<file path="src/rtl/serial_tx_framer.sv">
// Parallel-to-serial framer: queues WIDTH-bit words in a small FIFO and emits each one
// MSB first with a one-cycle start strobe, followed by GAP idle cycles.
module serial_tx_framer #(
   parameter int WIDTH = 32,
   parameter int DEPTH = 4,
   parameter int GAP   = 1
) (
   input  logic             CLK,
   input  logic             RESET,
   input  logic [WIDTH-1:0] WR_DATA,
   input  logic             WR_VALID,
   output logic             WR_READY,
   output logic             S_START,
   output logic             S_IN,
   output logic             BUSY,
   output logic [15:0]      FRAMES_SENT
);

   localparam int PTR_W = $clog2(DEPTH);
   localparam int CNT_W = PTR_W + 1;
   localparam int BIT_W = (WIDTH > 1) ? $clog2(WIDTH) : 1;
   localparam int GAP_W = (GAP > 1) ? $clog2(GAP) : 1;
   localparam logic [CNT_W-1:0] FULL_CNT = CNT_W'(DEPTH);
   localparam logic [BIT_W-1:0] LAST_BIT = BIT_W'(WIDTH - 1);
   localparam logic [GAP_W-1:0] GAP_LOAD = GAP_W'((GAP > 0) ? GAP - 1 : 0);

   typedef enum logic [1:0] {ST_IDLE, ST_SHIFT, ST_GAP} state_e;

   logic [WIDTH-1:0] mem_q [DEPTH];
   logic [PTR_W-1:0] wr_ptr_q;
   logic [PTR_W-1:0] rd_ptr_q;
   logic [CNT_W-1:0] count_q;
   logic [CNT_W-1:0] count_d;
   state_e           state_q;
   logic [WIDTH-1:0] shift_q;
   logic [BIT_W-1:0] bit_cnt_q;
   logic [GAP_W-1:0] gap_cnt_q;
   logic             s_start_q;
   logic             s_in_q;
   logic [15:0]      frames_q;
   logic             push;
   logic             pop;
   logic             fifo_nonempty;
   logic             frame_done;

   assign WR_READY    = (count_q < FULL_CNT);
   assign BUSY        = (state_q != ST_IDLE) || fifo_nonempty;
   assign S_START     = s_start_q;
   assign S_IN        = s_in_q;
   assign FRAMES_SENT = frames_q;

   // NOTE: every signal driven here gets a default first, so no path can infer a latch.
   always_comb begin
      fifo_nonempty = (count_q != '0);
      push          = WR_VALID && WR_READY;
      frame_done    = (state_q == ST_SHIFT) && (bit_cnt_q == '0);
      // A frame starts from IDLE, right after an LSB when there is no gap, or when the gap expires.
      pop = fifo_nonempty &&
            ((state_q == ST_IDLE) ||
             (frame_done && (GAP == 0)) ||
             ((state_q == ST_GAP) && (gap_cnt_q == '0)));
      count_d = count_q;
      if (push && !pop) begin
         count_d = count_q + 1'b1;
      end else if (!push && pop) begin
         count_d = count_q - 1'b1;
      end
   end

   // NOTE: word storage is not reset; pointers and count alone decide which entries are valid.
   always_ff @(posedge CLK) begin
      if (push) begin
         mem_q[wr_ptr_q] <= WR_DATA;
      end
   end

   always_ff @(posedge CLK or negedge RESET) begin
      if (!RESET) begin
         wr_ptr_q <= '0;
         rd_ptr_q <= '0;
         count_q  <= '0;
      end else begin
         if (push) begin
            wr_ptr_q <= wr_ptr_q + 1'b1;
         end
         if (pop) begin
            rd_ptr_q <= rd_ptr_q + 1'b1;
         end
         count_q <= count_d;
      end
   end

   always_ff @(posedge CLK or negedge RESET) begin
      if (!RESET) begin
         state_q   <= ST_IDLE;
         shift_q   <= '0;
         bit_cnt_q <= '0;
         gap_cnt_q <= '0;
         s_start_q <= 1'b0;
         s_in_q    <= 1'b0;
         frames_q  <= '0;
      end else begin
         // NOTE: non-blocking defaults here are overridden by later assignments in the same block.
         s_start_q <= 1'b0;
         s_in_q    <= 1'b0;
         case (state_q)
            ST_IDLE: ;
            ST_SHIFT: begin
               if (bit_cnt_q != '0) begin
                  s_in_q    <= shift_q[WIDTH-1];
                  shift_q   <= shift_q << 1;
                  bit_cnt_q <= bit_cnt_q - 1'b1;
               end else begin
                  frames_q <= frames_q + 16'd1;
                  if (GAP > 0) begin
                     state_q   <= ST_GAP;
                     gap_cnt_q <= GAP_LOAD;
                  end else begin
                     state_q <= ST_IDLE;
                  end
               end
            end
            ST_GAP: begin
               if (gap_cnt_q != '0) begin
                  gap_cnt_q <= gap_cnt_q - 1'b1;
               end else begin
                  state_q <= ST_IDLE;
               end
            end
            default: state_q <= ST_IDLE;
         endcase
         if (pop) begin
            state_q   <= ST_SHIFT;
            shift_q   <= mem_q[rd_ptr_q] << 1;
            bit_cnt_q <= LAST_BIT;
            s_start_q <= 1'b1;
            s_in_q    <= mem_q[rd_ptr_q][WIDTH-1];
         end
      end
   end

endmodule

</file>
<file path="config.mk">
export PLATFORM = sky130hd
export DESIGN_NAME = serial_tx_framer
export DESIGN_NICKNAME = d
export VERILOG_FILES = /design/src/rtl/serial_tx_framer.sv
export SDC_FILE = /design/constraint.sdc
export NUM_CORES = 1
export LEC_CHECK = 0
export ABC_AREA = 1
export CORE_UTILIZATION = 36
export DETAILED_ROUTE_END_ITERATION = 8
export PLACE_DENSITY_LB_ADDON = 0.15
export SETUP_SLACK_MARGIN = 0.3
export SLEW_MARGIN = 20
export SYNTH_ARGS = -nofsm -noshare
export SYNTH_HDL_FRONTEND = slang
export SYNTH_SLANG_ARGS = --single-unit
</file>
<file path="constraint.sdc">
create_clock -name CLK -period 2.8 [get_ports CLK]
set_input_delay 0.28 -clock CLK [delete_from_list [all_inputs] [get_ports CLK]]
set_output_delay 0.28 -clock CLK [all_outputs]
set_load 0.02 [all_outputs]
</file>
After elaboration in Yosys (flattened, before gate mapping)
Memories as Yosys holds them, arrays and structs flattened. Cells that the tools add are included.

$add $sub $neg: 7. Order comparisons: 1. Eq/ne operators: 6. Muxes and demuxes: 21. Bitwise operators: 2. Reductions and logical operators: 21.

Operator list (count): $mux W32 (3); $add A16 B1 Y16 const B (1); $mux W5 (3); $reduce_bool A2 Y1 (5); $mux W1 (8); $mux W2 (3); $mux W3 (2); $ne A3 B3 Y1 const B (2); $pmux W2 S3 (1); $reduce_and A2 Y1 (3); $logic_and A1 B1 Y1 (5); $reduce_bool A5 Y1 (1); $sub A5 B1 Y5 const B (1); $add A2 B1 Y2 const B (2); $ne A2 B2 Y1 const B (2); $add A3 B1 Y3 const B (1); $lt A3 B3 Y1 const B (1); $reduce_and A3 Y1 (1); $reduce_bool A3 Y1 (1); $sub A3 B1 Y3 const B (1); $eq A2 B1 Y1 const B (1); $eq A2 B2 Y1 const B (1); $logic_not A1 Y1 (2); $logic_not A2 Y1 (1); other kinds (4) (6).

Bits in registers: 65. Memory bits (writable): 128. Output and inout port bits: 20. Memories: 1.

Memory list: mem_q (depth 4, bits a word 32, rd ports 1, clocked after memory_dff 0, write ports 1, line 29) `logic [WIDTH-1:0] mem_q [DEPTH];`.

Depth between registers and ports, before layout
Gate-level depths: netlist of run 1.

Depth in word-level cells: 7. Depth in mapped cells: 10.

Least setup slack after synthesis of run 1
OpenSTA, ideal clock, no wires.

Path type: register to register. From: register count_q[2]. To: memory mem_q[0][0] (enable). Setup time: 0.421 ns. Arrival: 2.130 ns. Setup slack: 0.248 ns. Stages on the path, launching flop included: 4. Path buffers: 0. Clock period less this slack: 2.552 ns. Path through: dfrtp_1 -> inv_1 -> nand2_1 -> nor2_1.

Longest elaborated chain between the ends: 4.

Ends and longest elaborated chain: start, declared (line 32) `logic [CNT_W-1:0] count_q;`; start signal, assigned (line 89) `count_q <= count_d;`; $lt A3 B3 Y1 (line 46) `assign WR_READY = (count_q < FULL_CNT);`; named net WR_READY (line 12) `output logic WR_READY,`; $logic_and A1 B1 Y1 (line 55) `push = WR_VALID && WR_READY;`; $mux W1 (line 72) `if (push) begin`; $mux W1 (not written as such) (line 73) `mem_q[wr_ptr_q] <= WR_DATA;`; end, declared (line 29).

The timed path passes the listed nets, and every way through them passes these cells.

Worst setup path in the final report of run 1
From: register count_q[2]. To: register count_q[2].

Longest elaborated chain between the ends: 5.

Ends and longest elaborated chain: $lt A3 B3 Y1 (*) (line 46); $logic_and A1 B1 Y1 (*) (line 55); named net push (line 41) `logic push;`; $logic_not A1 Y1 (line 65) `end else if (!push && pop) begin`; $logic_and A1 B1 Y1 (line 65); $reduce_bool A2 Y1 (no line).

Mark *: on every way through the listed nets, which the timed path passes. The rest lies on a longest branch. The select of a mux whose other input is x is not followed. A chain may end at the register's enable or synchronous reset.

==> results of run 1 <==
-- per-layer routing --
metal,global-route usage,wire (µm),up-vias
met5,0,0,-
met2,0.275,8480,92
met3,0.0333,653,13
li1,-,-,2544
met4,0.0505,195,0
met1,0.216,7630,2572
-- sequential cells by signal, indices dropped and copies added (netlist names) --
signal	cells
wr_ptr_q	2
mem_q	128
state_q	2
rd_ptr_q	2
shift_q	31
FRAMES_SENT	16
bit_cnt_q	5
S_START	1
count_q	3
S_IN	1
-- final cells by class --
type | count | area (µm²)
multi-input combinational | 455 | 2160
inverter | 39 | 149
sequential | 191 | 5420
timing repair buffer | 65 | 633
clock buffer | 17 | 425
tap | 275 | 344
fill | 2001 | 12000
clock inverter | 14 | 180
-- Yosys cell counts, types with 2 or more instances --
master,count,area [µm²]
nand2_1,215,807
xor2_1,4,35.0
nand3_2,5,50.1
nor2_4,2,22.5
o21ai_0,9,45.0
clkbuf_1,4,15.0
nand3_1,151,756
ha_1,7,87.6
nor2_2,4,25.0
inv_1,35,131
buf_2,22,110
inv_2,3,11.3
buf_6,5,56.3
nand4_1,8,50.1
nor2_1,28,105
dfrtp_1,63,1580
nand3b_1,4,30.0
buf_4,3,22.5
o21ai_1,4,20.0
a21oi_1,2,10.0
edfxtp_1,128,3840
xnor2_1,4,35.0
nand2_2,3,18.8
-- repair_timing --
| item | 4_1_cts | 5_1_grt |
|---|---|---|
| hold buffers | 1 | 0 |
| gates resized for setup | 0 | 0 |
| endpoints found under the hold margin | 31 | 0 |
-- kinds of logic (layout without fill, tap and decap cells) --
kind of cell,count (synthesis),count (layout),synth area share
and+or+nand+nor,423,423,0.238
xor gates and xnor gates,8,8,0.00884
buffers and inverters,74,135,0.0450
AOI/OAI and AO/OA,15,15,0.00947
adders and majority gates,8,8,0.0136
DFF,191,191,0.684
muxes,1,1,0.00142
-- path summary, 6_finish.rpt --
kind / start / end / slack [ns] / cells after the start
max in group asynchronous: RESET / shift_q[21] / 1.68 / 3
worst min-delay path: RESET / wr_ptr_q[1] / 0.47 / 2
worst max-delay path: count_q[2] / count_q[2] / 0.72 / 9
worst max register to register: count_q[2] / count_q[2] / 0.72 / 9
min in group CLK: WR_DATA[30] / mem_q[0][30] / 0.47 / 1
worst min register to register: shift_q[7] / shift_q[7] / 0.48 / 2
-- critical path, stage by stage, from the launching register on --
cell,delay (ns)
dfrtp_1,0.36
inv_1,0.15
nand2_1,0.23
inv_1,0.17
ha_1,0.15
inv_1,0.07
fa_1,0.38
a21oi_1,0.15
o21ai_0,0.13
xor2_1,0.16
-- stage by stage --
step	worst slack, ns	std cells	power (mW)
2_1_floorplan	0.248	720	5.64
3_3_place_gp	0.579	1024	6.31
3_5_place_dp	0.521	1024	6.38
4_1_cts	0.731	1056	8.82
5_1_grt	0.631	1056	9.28
6_report	0.717	1056	8.68
-- power by group through the flow --
stage               Combinational (mW)  Clock (mW)  Sequential [mW]
floorplan                         1.74           0             3.90
global placement                  2.40           0             3.92
finish                            2.39        2.42             3.87
detailed placement                2.45           0             3.93
global route                      2.75        2.61             3.93
CTS                               2.45        2.49             3.88
==> flow_metrics.py, run 1 <==
metrics = {
    "grt": {
        "grt_pass1_wl_um": 28000,
        "first_global_vias": 5185,
        "grt_max_degree": 66,
        "antenna_found_initial": 0,
        "gr-total-overflow": 0,
        "track_usage": 0.165,
    },
    "cts": {
        "cts_htree_levels": 4,
        "clk_pin_slew_worst_paths_ns": 0.07,
        "cts.sink_count": 191,
        "cts_tree": "done",
        "postCtsSetupBuffers": 0,
        "clock_path_buffers": 2,
        "clockRootBuffer": "clkbuf_16",
        "cts_buffers": 17,
        "clock_latency_ns": 0.43,
    },
    "critical_path": {
        "crit_arrival_ns": 2.38,
        "crit_fanout": 6,
        "crit_type": "flip-flop to flip-flop",
        "critPathRequiredTime_ns": 3.10,
        "critPathCaptureType": "flip-flop",
        "setup.worst_path.start_class": "flip-flop",
    },
    "sta": {
        "maxSlewViolCount": 0,
        "finalHoldViolations": 0,
        "period_share": 0.744,
        "skew_ns": 0.0103,
        "slew_headroom": 0.463,
        "rsz0062_at_grt": "false",
        "timing.fmax_mhz": 480,
        "worstMarginPinSlew_ns": 0.805,
        "period_minus_slack_ns": 2.08,
        "tns_ns": 0,
        "whs_ns": 0.467,
        "setup_viol": 0,
    },
    "power_and_ir_drop": {
        "cellPowerDensity_nw_per_um2": 932,
        "switching_share": 0.347,
        "p_int_mw": 5.66,
        "switchingPower_mw": 3.02,
        "pwr-share-seq": 0.446,
        "comb_power_share": 0.275,
        "clkPwrFrac": 0.279,
        "p_leak_nw": 3.65,
        "vdd_drop_max_mv": 0.387,
    },
    "outcome": {
        "status": "completed",
    },
    "logic_synthesis": {
        "synth_nets": 763,
        "synth_edf_count": 128,
        "netlist_area_um2": 7930,
        "avgSynthCellArea_um2": 11.0,
        "netlist_instances": 720,
        "async_reset_ff_frac": 0.330,
        "synthFlopType": "edfxtp_1",
        "ys_seq_area_frac": 0.684,
        "yosysWarnings": 0,
        "synthDistinctLibCells": 30,
        "synth-seq-cells": 191,
    },
    "layout": {
        "layout_commonest_cell": "nand2_1",
        "mostFrequentLayoutCells": "215 x nand2_1, 151 x nand3_1, 128 x edfxtp_1",
        "antenna_cells": 0,
        "drive_gt1_frac": 0.0858,
        "final_cell_area_um2": 9310,
        "post-route-util": 0.438,
        "area_growth_pct": 17.5,
        "finalNetCount": 812,
    },
    "floorplan": {
        "start_util": 0.372,
        "io_pins": 55,
        "die_h_um": 150,
        "coreArea_um2": 21300,
        "dieArea_um2": 22600,
        "row_count": 53,
        "die_x_um": 150,
    },
    "place": {
        "place_hpwl_um": 9440,
        "place_area_um2": 8700,
        "portBuffers": 54,
        "gp_congestion": 0.780,
    },
    "drt": {
        "via_per_inst": 4.94,
        "routed_wl_um": 17000,
        "wl_per_cell_um": 16.1,
        "drc_errors": 0,
        "drt_iter0_markers": 344,
        "vias": 5221,
        "firstDrtPassIters": 4,
        "ant_nets": 0,
    },
    "hold_path": {
        "hp-class": "primary input to async pin",
    },
    "run": {
        "drv_cap": 0,
    },
}
Note: power is estimated with default switching activity, not from simulation.
==> inputs of run 2 (changes only) <==
Clock period 2.8 ns to 2.1 ns, I/O delays scaled along.
==> run 2 against run 1 <==
  * Via count grew 0.15%
  * Non-clock buffer count grew 13
  * Clock power grew 32%
  * Sequential share of layout area shrank 0.95 points
  * First-iteration DRC count shrank 24%
  * Total power grew 36%
  * Combinational power grew 43%
  * Final area grew 1.7%
  * Sequential cell count is the same
  * Global-route usage shrank 0.13 points
  * Utilization grew 0.72 points
  * Die area is the same
  * Highest routed layer unchanged
==> flow_metrics.py, run 2 (synthesis results as in run 1) <==
metrics = {
    "grt": {
        "grt_max_degree": 64,
        "antenna_found_initial": 0,
        "gr-total-overflow": 0,
        "grt_pass1_wl_um": 27400,
        "first_global_vias": 5159,
        "track_usage": 0.164,
    },
    "layout": {
        "final_cell_area_um2": 9470,
        "regMostFlops": "mem_q",
        "final.fill_count": 1983,
        "layout_commonest_cell": "nand2_1",
        "multiInputGateArea_um2": 2180,
        "mostFrequentLayoutCells": "215 x nand2_1, 151 x nand3_1, 128 x edfxtp_1",
        "finalNetCount": 825,
        "regArea_um2": 5420,
        "largest_reg_flops": 128,
        "antenna_cells": 0,
        "drive_gt1_frac": 0.108,
        "area_growth_pct": 19.4,
    },
    "critical_path": {
        "worst_r2r_path_depth": 9,
        "crit_type": "flip-flop to output port",
        "crit_fanout": 5,
        "r2r-end": "count_q[2]",
        "r2r_start": "count_q[0]",
        "crit_start": "count_q[2]",
        "crit_arrival_ns": 1.51,
        "setup.worst_path.start_class": "flip-flop",
        "r2r_slack_ns": 0.38,
        "critPathCapture": "WR_READY",
        "critPathRequiredTime_ns": 1.89,
        "critPathCaptureType": "output port",
    },
    "drt": {
        "routed_wl_um": 17100,
        "via_per_inst": 4.89,
        "met1Wirelength_um": 7580,
        "drc_errors": 0,
        "route.top_layer_used": "met4",
        "wl_per_cell_um": 16.0,
        "ant_nets": 0,
        "met3_length_um": 593,
        "wl_met2_um": 8770,
        "drt_iter0_markers": 260,
        "vias": 5229,
        "firstDrtPassIters": 5,
    },
    "cts": {
        "cts_htree_levels": 4,
        "clk_pin_slew_worst_paths_ns": 0.07,
        "clockRootBuffer": "clkbuf_16",
        "cts_buffers": 17,
        "cts_tree": "done",
        "cts.sink_count": 191,
        "clock_latency_ns": 0.43,
        "clock_path_buffers": 2,
    },
    "power_and_ir_drop": {
        "switchingPower_mw": 4.05,
        "p_int_mw": 7.72,
        "comb_power_share": 0.291,
        "cellPowerDensity_nw_per_um2": 1240,
        "vdd_drop_max_mv": 0.630,
        "pwr-share-seq": 0.438,
        "switching_share": 0.344,
        "clkPwrFrac": 0.272,
        "p_leak_nw": 3.76,
    },
    "sta": {
        "tns_ns": 0,
        "period_share": 0.820,
        "rsz0062_at_grt": "true",
        "timing.fmax_mhz": 580,
        "maxSlewViolCount": 0,
        "setup_viol": 0,
        "period_minus_slack_ns": 1.72,
        "skew_ns": 0.00798,
        "finalHoldViolations": 0,
        "slew_headroom": 0.678,
        "worstMarginPinSlew_ns": 0.483,
    },
    "place": {
        "portBuffers": 54,
        "place_hpwl_um": 10100,
        "place_area_um2": 8840,
        "gp_congestion": 0.782,
    },
    "floorplan": {
        "die_h_um": 150,
        "die_x_um": 150,
        "coreArea_um2": 21300,
        "io_pins": 55,
        "start_util": 0.372,
        "dieArea_um2": 22600,
        "row_count": 53,
    },
    "run": {
        "drv_cap": 0,
    },
    "outcome": {
        "status": "completed",
    },
    "hold_path": {
        "hp-class": "primary input to async pin",
    },
}
==> run 2: cell count changes in the layout (fill, tap and decap cells not counted), moves of 2 or more <==
cell / delta
clkinv_8: -4
buf_12: +4
clkdlybuf4s50_1: -3
inv_8: +3
buf_4: +9
inv_1: -2
dlymetal6s2s_1: +2
inv_6: +5
clkinv_4: -4
==> run 2: metal layers <==
layer | vias to the layer above | GRT usage
li1 | 2564 | -
met1 | 2559 | 0.200
met2 | 92 | 0.290
met3 | 14 | 0.0379
met4 | 0 | 0.0414
met5 | - | 0
==> run 2: worst min-delay path by stage <==
stage / startpoint / endpoint / slack, ns / cells past startpoint
final: RESET / FRAMES_SENT[2] / 0.33 / 3
after floorplan: RESET / FRAMES_SENT[0] / -0.09 / 0
after global placement: RESET / FRAMES_SENT[3] / 0.26 / 2
after CTS: RESET / bit_cnt_q[0] / 0.33 / 3
after detailed placement: RESET / count_q[2] / 0.26 / 2
after global routing: RESET / count_q[0] / 0.37 / 3
==> run 2: critical path, stage by stage, from the launching register on <==
cell,delay (ns)
dfrtp_1,0.38
inv_2,0.10
clkdlybuf4s50_1,0.61
==> run 2: final cells by class <==
| cell class | count | area share |
|---|---|---|
| Tap cell | 275 | 0.0363 |
| Sequential cell | 191 | 0.573 |
| Inverter | 39 | 0.0160 |
| Clock inverter | 15 | 0.0172 |
| Clock buffer | 17 | 0.0449 |
| Timing Repair Buffer | 78 | 0.0829 |
| Multi-Input combinational cell | 455 | 0.230 |
==> run 2: stage by stage <==
| stage | setup slack (ns) | instances | util | hold slack (ns) | power, mW |
|---|---|---|---|---|---|
| global placement | 0.190 | 1034 | 0.415 | 0.259 | 8.55 |
| CTS | 0.308 | 1068 | 0.444 | 0.328 | 11.9 |
| global route | 0.294 | 1070 | 0.445 | 0.369 | 12.5 |
| detailed placement | 0.192 | 1034 | 0.415 | 0.263 | 8.68 |
| floorplan | 0.137 | 720 | - | -0.0856 | 7.56 |
| finish | 0.377 | 1070 | 0.445 | 0.328 | 11.8 |
==> run 2: power groups by stage <==
stage	registers (mW)	clock network, mW	logic, mW
finish	5.15	3.20	3.42
global route	5.23	3.44	3.87
CTS	5.16	3.29	3.47
detailed placement	5.24	0	3.44
global placement	5.22	0	3.34
floorplan	5.19	0	2.37
==> run 2: repair_timing <==
action / CTS / global route
hold endpoints to repair: 63 / 0
setup buffers: 1 / 2
pin swaps: 0 / 3
hold buffers: 1 / 0
endpoints found under the setup margin: 2 / 5
resized for setup: 1 / 3
==> inputs of run 3 (changes only) <==
Clock period 2.1 ns to 1.6 ns, I/O delays scaled along.
==> run 3 against run 2 <==
  * The flow now finishes with violations (negative setup slack)
  * Utilization grew 8.6 points
  * Via count grew 10%
  * Worst setup slack lost 0.42 ns
  * Clock skew grew 0.0025 ns
  * Final area grew 19%
==> flow_metrics.py, run 3 (synthesis results as in run 1) <==
metrics = {
    "drt": {
        "ant_nets": 0,
        "vias": 5752,
        "routed_wl_um": 20500,
        "wl_per_cell_um": 17.7,
        "drt_iter0_markers": 315,
        "firstDrtPassIters": 4,
        "via_per_inst": 4.98,
        "drc_errors": 0,
    },
    "floorplan": {
        "start_util": 0.372,
        "dieArea_um2": 22600,
        "die_h_um": 150,
        "coreArea_um2": 21300,
        "io_pins": 55,
        "die_x_um": 150,
        "row_count": 53,
    },
    "sta": {
        "period_share": 1.03,
        "skew_ns": 0.0105,
        "worstMarginPinSlew_ns": 0.564,
        "setup_viol": 7,
        "slew_headroom": 0.624,
        "maxSlewViolCount": 0,
        "rsz0062_at_grt": "true",
        "finalHoldViolations": 0,
        "worst_slack_ns": -0.0475,
        "period_minus_slack_ns": 1.65,
        "timing.fmax_mhz": 607,
    },
    "critical_path": {
        "critPathRequiredTime_ns": 1.93,
        "critPathCaptureType": "flip-flop",
        "r2r_slack_ns": -0.05,
        "worst-path-buf-inv": 1,
        "worst_r2r_path_depth": 9,
        "crit_family": "adder cells",
        "r2r_start": "count_q[1]",
        "crit_type": "flip-flop to flip-flop",
        "slowest_delay_ns": 0.39,
        "crit_arrival_ns": 1.97,
        "path_cells": "nor2_2 -> nand2_2 -> nand2_4 -> ha_4 -> inv_2 -> fa_2 -> a21oi_2 -> o21ai_1 -> xor2_1",
        "r2r-end": "count_q[2]",
        "cpMaxStageDelayCell": "dfrtp_1",
        "crit_fanout": 2,
        "setup.worst_path.start_class": "flip-flop",
    },
    "power_and_ir_drop": {
        "p_leak_nw": 4.59,
        "vdd_drop_max_mv": 0.777,
        "clkPwrFrac": 0.233,
        "switching_share": 0.349,
        "pwr-share-seq": 0.374,
        "cellPowerDensity_nw_per_um2": 1620,
        "comb_power_share": 0.393,
        "p_int_mw": 11.9,
        "switchingPower_mw": 6.38,
    },
    "cts": {
        "clockRootBuffer": "clkbuf_16",
        "clk_pin_slew_worst_paths_ns": 0.08,
        "cts_htree_levels": 4,
        "cts_tree": "done",
        "cts.sink_count": 191,
        "clock_latency_ns": 0.44,
        "clock_path_buffers": 2,
        "cts_buffers": 17,
    },
    "layout": {
        "final_cell_area_um2": 11300,
        "post-route-util": 0.531,
        "antenna_cells": 0,
        "layout_commonest_cell": "nand2_1",
        "finalNetCount": 910,
        "regMostFlops": "mem_q",
        "mostFrequentLayoutCells": "191 x nand2_1, 132 x nand3_1, 128 x edfxtp_1",
        "drive_gt1_frac": 0.295,
        "largest_reg_flops": 128,
        "area_growth_pct": 42.6,
    },
    "grt": {
        "grt_max_degree": 66,
        "gr-total-overflow": 0,
        "met2_usage": 0.332,
        "antenna_found_initial": 0,
        "first_global_vias": 5792,
        "grt.busiest_layer": "met2",
        "grt_pass1_wl_um": 31200,
        "track_usage": 0.188,
        "grt_use_met3": 0.0442,
        "grtUsageMet1": 0.227,
    },
    "outcome": {
        "violations": "negative setup slack",
        "status": "finished, violations left",
    },
    "place": {
        "gp_congestion": 0.776,
        "portBuffers": 54,
        "place_area_um2": 9150,
        "place_hpwl_um": 11000,
    },
    "hold_path": {
        "hp-class": "primary input to async pin",
    },
    "run": {
        "drv_cap": 0,
    },
}
## run 3: cell count changes in the layout (fill, tap and decap cells not counted), sizes merged, moves of 3 or more
cell,previous run,this run
buf,24,114
clkdlybuf4s50,50,33
clkbuf,17,24
clkdlybuf4s15,0,7
inv,49,44
clkinv,3,6
## run 3: layout make-up
class,instances,area (µm²)
Clock buffer,17,425
Clock inverter,15,176
Fill cell,1779,9980
Inverter,39,176
Multi-Input combinational cell,455,2570
Sequential cell,191,5420
Tap cell,275,344
Timing Repair Buffer,163,2190
## run 3: power by group through the flow
stage | Sequential (mW) | Combinational, mW | Clock [mW]
finish | 6.83 | 7.18 | 4.26
global route | 6.92 | 7.84 | 4.53
CTS | 6.77 | 6.46 | 4.33
detailed placement | 6.88 | 5.04 | 0
global placement | 6.86 | 4.90 | 0
floorplan | 6.83 | 3.25 | 0
## run 3: how the worst max path moves through the flow
stage / from / end / slack (ns) / depth (start not counted)
2_1_floorplan: count_q[0] / count_q[2] / -0.22 / 10
3_3_place_gp: WR_VALID / count_q[2] / -0.35 / 9
3_5_place_dp: WR_VALID / count_q[2] / -0.33 / 9
4_1_cts: count_q[0] / count_q[2] / -0.05 / 9
5_1_grt: count_q[1] / count_q[2] / -0.14 / 9
6_report: count_q[1] / count_q[2] / -0.05 / 9
## run 3: timing repair
action | in CTS | in global routing
pin swaps | 16 | 13
setup buffers | 36 | 16
cloned | 13 | 7
gates resized for setup | 137 | 69
hold endpoints to repair | 19 | 0
endpoints found under the setup margin | 201 | 196
hold buffers | 1 | 0
## run 3: per-layer routing
| layer | vias to the layer above | wire, µm |
|---|---|---|
| met5 | - | 0 |
| met3 | 15 | 1000 |
| met4 | 0 | 309 |
| li1 | 2749 | - |
| met1 | 2864 | 8560 |
| met2 | 124 | 10600 |
## run 3: worst register-to-register path, stage by stage, from the launching register on
cell and delay [ns]:
dfrtp_1 0.39, nor2_2 0.14, nand2_2 0.08, nand2_4 0.07
ha_4 0.12, inv_2 0.04, fa_2 0.34, a21oi_2 0.12
o21ai_1 0.08, xor2_1 0.14
## run 3: through the flow
stage               cells  total power, mW  hold WS, ns  TNS [ns]  setup slack (ns)
global placement     1050             11.8        0.202     -6.68            -0.346
global route         1155             19.3        0.291     -1.74            -0.137
floorplan             720             10.1       -0.136    -0.424            -0.215
detailed placement   1050             11.9        0.201     -6.52            -0.330
CTS                  1132             17.6        0.273   -0.0854           -0.0518
finish               1155             18.3        0.246    -0.119           -0.0475
